`config.mk`:
```
export PLATFORM = sky130hd
export DESIGN_NAME = rtc_clock_core
export DESIGN_NICKNAME = d
export VERILOG_FILES = /design/src/rtl/rtc_pkg.sv /design/src/rtl/rtc_prescaler.sv /design/src/rtl/rtc_clock_core.sv
export SDC_FILE = /design/constraint.sdc
export NUM_CORES = 1
export LEC_CHECK = 0
export CAP_MARGIN = 10
export CORE_ASPECT_RATIO = 1.75
export CORE_UTILIZATION = 23
export DETAILED_ROUTE_END_ITERATION = 8
export PLACE_DENSITY = 0.54
export SLEW_MARGIN = 40
export SYNTH_ARGS = -nofsm -noshare
export SYNTH_HDL_FRONTEND = slang
export SYNTH_SLANG_ARGS = --single-unit
```
`constraint.sdc`:
```
create_clock -name clk -period 1.8 [get_ports clk]
set_input_delay 0.36 -clock clk [delete_from_list [all_inputs] [get_ports clk]]
set_output_delay 0.36 -clock clk [all_outputs]
set_load 0.01 [all_outputs]
```
`src/rtl/rtc_pkg.sv`:
```
// Shared widths, limits, time record and the 24h->12h display helper for the RTC core.
package rtc_pkg;

   localparam int HOUR_W        = 5;
   localparam int MIN_W         = 6;
   localparam int SEC_W         = 6;
   localparam int HOURS_PER_DAY = 24;
   localparam int MIN_PER_HOUR  = 60;
   localparam int SEC_PER_MIN   = 60;

   typedef struct packed {
      logic [HOUR_W-1:0] hr;
      logic [MIN_W-1:0]  mn;
      logic [SEC_W-1:0]  sc;
   } rtc_time_t;

   // Midnight and noon both read as 12 on a 12-hour face.
   function automatic logic [HOUR_W-1:0] to_12h(input logic [HOUR_W-1:0] h);
      if (h == '0)
         return HOUR_W'(12);
      else if (h > HOUR_W'(12))
         return h - HOUR_W'(12);
      else
         return h;
   endfunction

endpackage

```
`src/rtl/rtc_prescaler.sv`:
```
// Divides clk down to a one-cycle tick every TICK_DIV enabled cycles; clr restarts the count.
module rtc_prescaler #(
   parameter int TICK_DIV = 100
) (
   input  logic clk,
   input  logic rst_n,
   input  logic ena,
   input  logic clr,
   output logic tick
);

   localparam int CW = (TICK_DIV > 1) ? $clog2(TICK_DIV) : 1;
   localparam logic [CW-1:0] LAST = CW'(TICK_DIV - 1);

   logic [CW-1:0] pc_q, pc_d;

   assign tick = ena && (pc_q == LAST);

   always_comb begin
      pc_d = pc_q;
      if (clr)
         pc_d = '0;
      else if (ena)
         pc_d = (pc_q == LAST) ? '0 : pc_q + CW'(1);
   end

   always_ff @(posedge clk) begin
      if (!rst_n)
         pc_q <= '0;
      else
         pc_q <= pc_d;
   end

endmodule

```
`src/rtl/rtc_clock_core.sv`:
```
// Real-time clock core: 1 Hz timekeeping, 12/24h display, validated set and optional alarm.
// Alarm logic is built only when RTC_ALARM_EN is defined; otherwise alarm_out is tied low.
module rtc_clock_core
   import rtc_pkg::*;
#(
   parameter int TICK_DIV = 100
) (
   input  logic              clk,
   input  logic              rst_n,
   input  logic              ena,
   input  logic              mode_24h,
   input  logic              set_valid,
   input  logic [HOUR_W-1:0] set_hour,
   input  logic [MIN_W-1:0]  set_min,
   input  logic [SEC_W-1:0]  set_sec,
   output logic              set_err,
   output logic [HOUR_W-1:0] hours,
   output logic [MIN_W-1:0]  minutes,
   output logic [SEC_W-1:0]  seconds,
   output logic              pm,
   output logic              sec_tick,
   output logic              day_tick,
   input  logic              alarm_set_valid,
   input  logic [HOUR_W-1:0] alarm_hour,
   input  logic [MIN_W-1:0]  alarm_min,
   input  logic              alarm_arm,
   input  logic              alarm_ack,
   output logic              alarm_out
);

   localparam logic [HOUR_W-1:0] HR_MAX = HOUR_W'(HOURS_PER_DAY - 1);
   localparam logic [MIN_W-1:0]  MN_MAX = MIN_W'(MIN_PER_HOUR - 1);
   localparam logic [SEC_W-1:0]  SC_MAX = SEC_W'(SEC_PER_MIN - 1);

   rtc_time_t time_q, time_d, adv;
   logic      sec_tick_q, sec_tick_d;
   logic      day_tick_q, day_tick_d;
   logic      set_err_q, set_err_d;
   logic      mode_q, mode_d;
   logic      tick, set_ok, wrap_day, alarm_err;

   rtc_prescaler #(.TICK_DIV(TICK_DIV)) u_presc (
      .clk   (clk),
      .rst_n (rst_n),
      .ena   (ena),
      .clr   (set_ok),
      .tick  (tick)
   );

   assign set_ok = set_valid && (set_hour <= HR_MAX) && (set_min <= MN_MAX) && (set_sec <= SC_MAX);

   // One-second advance with carries; wrap_day flags 23:59:59 -> 00:00:00.
   always_comb begin
      adv      = time_q;
      wrap_day = 1'b0;
      if (time_q.sc == SC_MAX) begin
         adv.sc = '0;
         if (time_q.mn == MN_MAX) begin
            adv.mn = '0;
            if (time_q.hr == HR_MAX) begin
               adv.hr   = '0;
               wrap_day = 1'b1;
            end else begin
               adv.hr = time_q.hr + HOUR_W'(1);
            end
         end else begin
            adv.mn = time_q.mn + MIN_W'(1);
         end
      end else begin
         adv.sc = time_q.sc + SEC_W'(1);
      end
   end

   // A valid set overrides a coincident tick.
   always_comb begin
      time_d     = time_q;
      sec_tick_d = 1'b0;
      day_tick_d = 1'b0;
      mode_d     = mode_24h;
      set_err_d  = (set_valid && !set_ok) || alarm_err;
      if (set_ok) begin
         time_d.hr = set_hour;
         time_d.mn = set_min;
         time_d.sc = set_sec;
      end else if (tick) begin
         time_d     = adv;
         sec_tick_d = 1'b1;
         day_tick_d = wrap_day;
      end
   end

   always_ff @(posedge clk) begin
      if (!rst_n) begin
         time_q     <= '0;
         sec_tick_q <= 1'b0;
         day_tick_q <= 1'b0;
         set_err_q  <= 1'b0;
         mode_q     <= 1'b0;
      end else begin
         time_q     <= time_d;
         sec_tick_q <= sec_tick_d;
         day_tick_q <= day_tick_d;
         set_err_q  <= set_err_d;
         mode_q     <= mode_d;
      end
   end

`ifdef RTC_ALARM_EN
   logic [HOUR_W-1:0] alarm_hr_q, alarm_hr_d;
   logic [MIN_W-1:0]  alarm_mn_q, alarm_mn_d;
   logic              alarm_out_q, alarm_out_d;
   logic              alarm_ok, alarm_match;

   assign alarm_ok    = alarm_set_valid && (alarm_hour <= HR_MAX) && (alarm_min <= MN_MAX);
   assign alarm_err   = alarm_set_valid && !alarm_ok;
   assign alarm_match = tick && !set_ok && alarm_arm &&
                        (adv.hr == alarm_hr_q) && (adv.mn == alarm_mn_q) && (adv.sc == '0);

   always_comb begin
      alarm_hr_d  = alarm_hr_q;
      alarm_mn_d  = alarm_mn_q;
      alarm_out_d = alarm_out_q;
      if (alarm_ok) begin
         alarm_hr_d = alarm_hour;
         alarm_mn_d = alarm_min;
      end
      if (alarm_match)
         alarm_out_d = 1'b1;
      else if (alarm_ack || !alarm_arm)
         alarm_out_d = 1'b0;
   end

   always_ff @(posedge clk) begin
      if (!rst_n) begin
         alarm_hr_q  <= '0;
         alarm_mn_q  <= '0;
         alarm_out_q <= 1'b0;
      end else begin
         alarm_hr_q  <= alarm_hr_d;
         alarm_mn_q  <= alarm_mn_d;
         alarm_out_q <= alarm_out_d;
      end
   end

   assign alarm_out = alarm_out_q;
`else
   logic unused_alarm;
   assign unused_alarm = ^{alarm_set_valid, alarm_hour, alarm_min, alarm_arm, alarm_ack};
   assign alarm_err    = 1'b0;
   assign alarm_out    = 1'b0;
`endif

   assign hours    = mode_q ? time_q.hr : to_12h(time_q.hr);
   assign minutes  = time_q.mn;
   assign seconds  = time_q.sc;
   assign pm       = !mode_q && (time_q.hr >= HOUR_W'(12));
   assign sec_tick = sec_tick_q;
   assign day_tick = day_tick_q;
   assign set_err  = set_err_q;

endmodule

```
==> results.tsv <==
stage	metric	value	unit
outcome	outcome	finished with violations	
outcome	violated_checks	negative setup slack	
drt	drt_first_pass_iters	4	
yosys	netlist_top_cells_area	dfxtp_1 31%, nand2_1 6.5%, ha_1 5.6%	
sta	rsz0062_at_grt	yes	
global_routing	maximum_number_of_pins_on_one_net_before_global_route_repair	17	
power_and_ir_drop	p_leak	1.08	nW
worst_hold_path	worst_hold_class	reg -> reg	
yosys	synth_top_cell_by_area	dfxtp_1	
die	floorplan.core_area	0.00757	mm²
yosys	synth_enable_flop_cells	0	
place	dp.cells	385	
drt	remaining_drc_errors	0	
drt	wirelength	5570	µm
run	max-cap-violations	0	
yosys	synth_commonest_cells	31 x nand2_1, 28 x dfxtp_1, 15 x nor2_1, 15 x o21ai_0	
yosys	postSynthNetCount	272	
worst_setup_path	cp.arrival	1.48	ns
sta	finalSetupViolCount	2	
worst_setup_path	crit_path_start_kind	flip-flop	
yosys	post-synth-top-area-fraction	31.3	%
clocking	cts.reportedPaths.clkPinSlew	0.07	ns
power_and_ir_drop	power_per_cell_area	656	mW/mm²
yosys	mappedNetlistArea	0.00179	mm²
finish	synthToLayoutAreaGrowth	56.3	%
global_routing	first_pass_grt_wire_length	9070	µm
sta	tcrit_tclk_final	102	%
worst_setup_path	path_class	reg -> out	
clocking	cts_htree_levels	1	
worst_setup_path	max_stage_delay	0.37	ns
drt	vias	1943	
power_and_ir_drop	ir_worst_vdd	0.000313	V
yosys	synth-main-ff-cell	dfxtp_1	
die	start_util	23.7	%
die	fp-row-count	42	
drt	wl_per_cell	14.1	µm
yosys	yosys_warnings	0	
place	gp_congestion	0.868	
power_and_ir_drop	post-layout-total-power	0.00184	W
global_routing	vias_in_the_first_global_route	1937	
yosys	syn-mean-instance-area	7.85	µm²
yosys	most_instantiated_library_cell_after_synthesis	nand2_1	
drt	routed_via_density	4.93	
global_routing	grt_util_all_layers	14.8	%
worst_setup_path	worstPathCellList	inv_4 -> ha_4 -> nand2_4 -> or3_4 -> o211ai_1 -> buf_2	
worst_setup_path	critical_path.slowest_cell	dfxtp_4	
yosys	synth-async-reset-ratio	0	%
clocking	total_number_of_clock_tree_sinks	28	
sta	fin_worst_skew	0.00380	ns
clocking	clockRootBuffer	clkbuf_16	
sta	slew_viols_final	0	
finish	antenna_cells_inserted	0	
drt	ant_nets	0	
drt	drt_iter0_drc	62	
die	die_w	68.7	µm
clocking	tritoncts	done	
global_routing	gr-total-overflow	0	
yosys	yosys_register_bits	28	
worst_setup_path	critPathRequiredTime	1.44	ns
finish	final_core_utilization	37.0	%
finish	count_of_placed_standard_cells_in_the_final_layout_fillers_left_out	394	
sta	setup_ws	-0.0420	ns
clocking	tritoncts.num_buffers	3	
worst_setup_path	worstPathMaxFanout	4	
die	die-area	0.00816	mm²
sta	hold_viol	0	
yosys	synthCells	228	
place	hpwlAfterDp	4350	µm
place	portBuffers	42	
yosys	ys_seq_area_share	31.3	%
clocking	clock_insertion_delay_worst_skew	0.27	ns
finish	total_area_of_multi_input_combinational_cells	0.00117	mm²
sta	min_period	1.84	ns
worst_setup_path	cp-end-kind	output port	
die	fp.dieH	119	µm
global_routing	antenna_found_initial	0	
clocking	ctsLongestPathBuffers	2	
finish	final_layout_size_suffix_gt1_share	32.4	%
finish	design.final.nets	351	
yosys	yosysUniqueCellTypes	46	
sta	fmax	0.543	GHz
finish	fillers	826	
die	io-pin-count	58	
finish	seqCellArea	576	µm²
[area by class of cell]
class                      instances  area share (%)
clock buffer                       3            2.68
clock inverter                     1            1.07
inverter                           8            1.25
multi-input combinational        171            41.9
sequential                        28            20.6
tap                               88            3.93
timing repair buffer              95            28.6
[logic make-up after synthesis]
family	Yosys count	share of synthesized area, %
xor gates and xnor gates	7	3.42
DFF	28	31.3
AOI/OAI and AO/OA	54	19.1
and+or+nand+nor	101	30.9
other	1	0.209
buffers and inverters	29	9.50
adders and majority gates	8	5.59
[critical path: cells and delay by family (launching register included)]
family / cells / cell delay [ns]
buffers and inverters: 2 / 0.23
adders and majority gates: 1 / 0.14
AOI/OAI and AO/OA: 1 / 0.10
and+or+nand+nor: 2 / 0.38
DFF: 1 / 0.37
[layout by cell type (no fill, tap or decap), types with 9 or more instances in the layout]
cell type	synthesis	final
o21ai_0	15	15
dfxtp_1	28	20
nand4_1	9	9
buf_4	13	51
nand2_1	31	29
a21oi_1	13	12
clkdlybuf4s50_1	0	36
nand3_1	13	12
a31oi_1	9	9
nor2_1	15	15
[report_power, final]
group	total, W	internal [W]	switching (W)
registers	0.000691	0.000653	0.0000381
logic	0.000464	0.000255	0.000208
clock network	0.000681	0.000444	0.000237
total	0.00184	0.00135	0.000483
[sequential cells by signal, indices dropped and copies added (netlist names)]
register and count:
day_tick 1, minutes 6, mode_q 1, sec_tick 1, seconds 6, set_err 1
time_q 5, u_presc.pc_q 7
[routing by layer]
| metal | vias to the layer above | routed length, µm | GRT usage [%] |
|---|---|---|---|
| met1 | 921 | 2080 | 15.5 |
| met2 | 40 | 3110 | 26.9 |
| met3 | 14 | 165 | 1.45 |
| met5 | - | 0 | 0 |
| met4 | 0 | 209 | 8.16 |
| li1 | 968 | - | - |
[per-stage QoR]
step                setup WS [ns]  cell area [µm²]  TNS (ns)  hold slack, ns
finish                    -0.0420             2800   -0.0743           0.498
global route              -0.0965             2800    -0.241           0.521
CTS                       -0.0798             2720    -0.104           0.510
detailed placement         -0.345             2540     -4.73           0.498
global placement           -0.305             2540     -4.56           0.480
floorplan                   0.190             1790         0           0.462
[path summary, 6_finish.rpt]
| path | endpoint | slack, ns | cells after the start | startpoint |
|---|---|---|---|---|
| setup reg to reg | seconds[4] | 0.14 | 6 | u_presc.pc_q[0] |
| setup / recovery | hours[3] | -0.04 | 6 | time_q[15] |
| hold / removal | u_presc.pc_q[0] | 0.50 | 2 | u_presc.pc_q[0] |
| hold reg to reg | u_presc.pc_q[0] | 0.50 | 2 | u_presc.pc_q[0] |
[what timing repair did]
action / 4_1_cts / 5_1_grt
resized for setup: 44 / 17
pin swaps: 8 / 7
endpoints found under the setup margin: 6 / 16
hold buffers: 0 / 0
cloned: 0 / 0
setup buffers: 2 / 3
(Power assumes the default switching activity.)
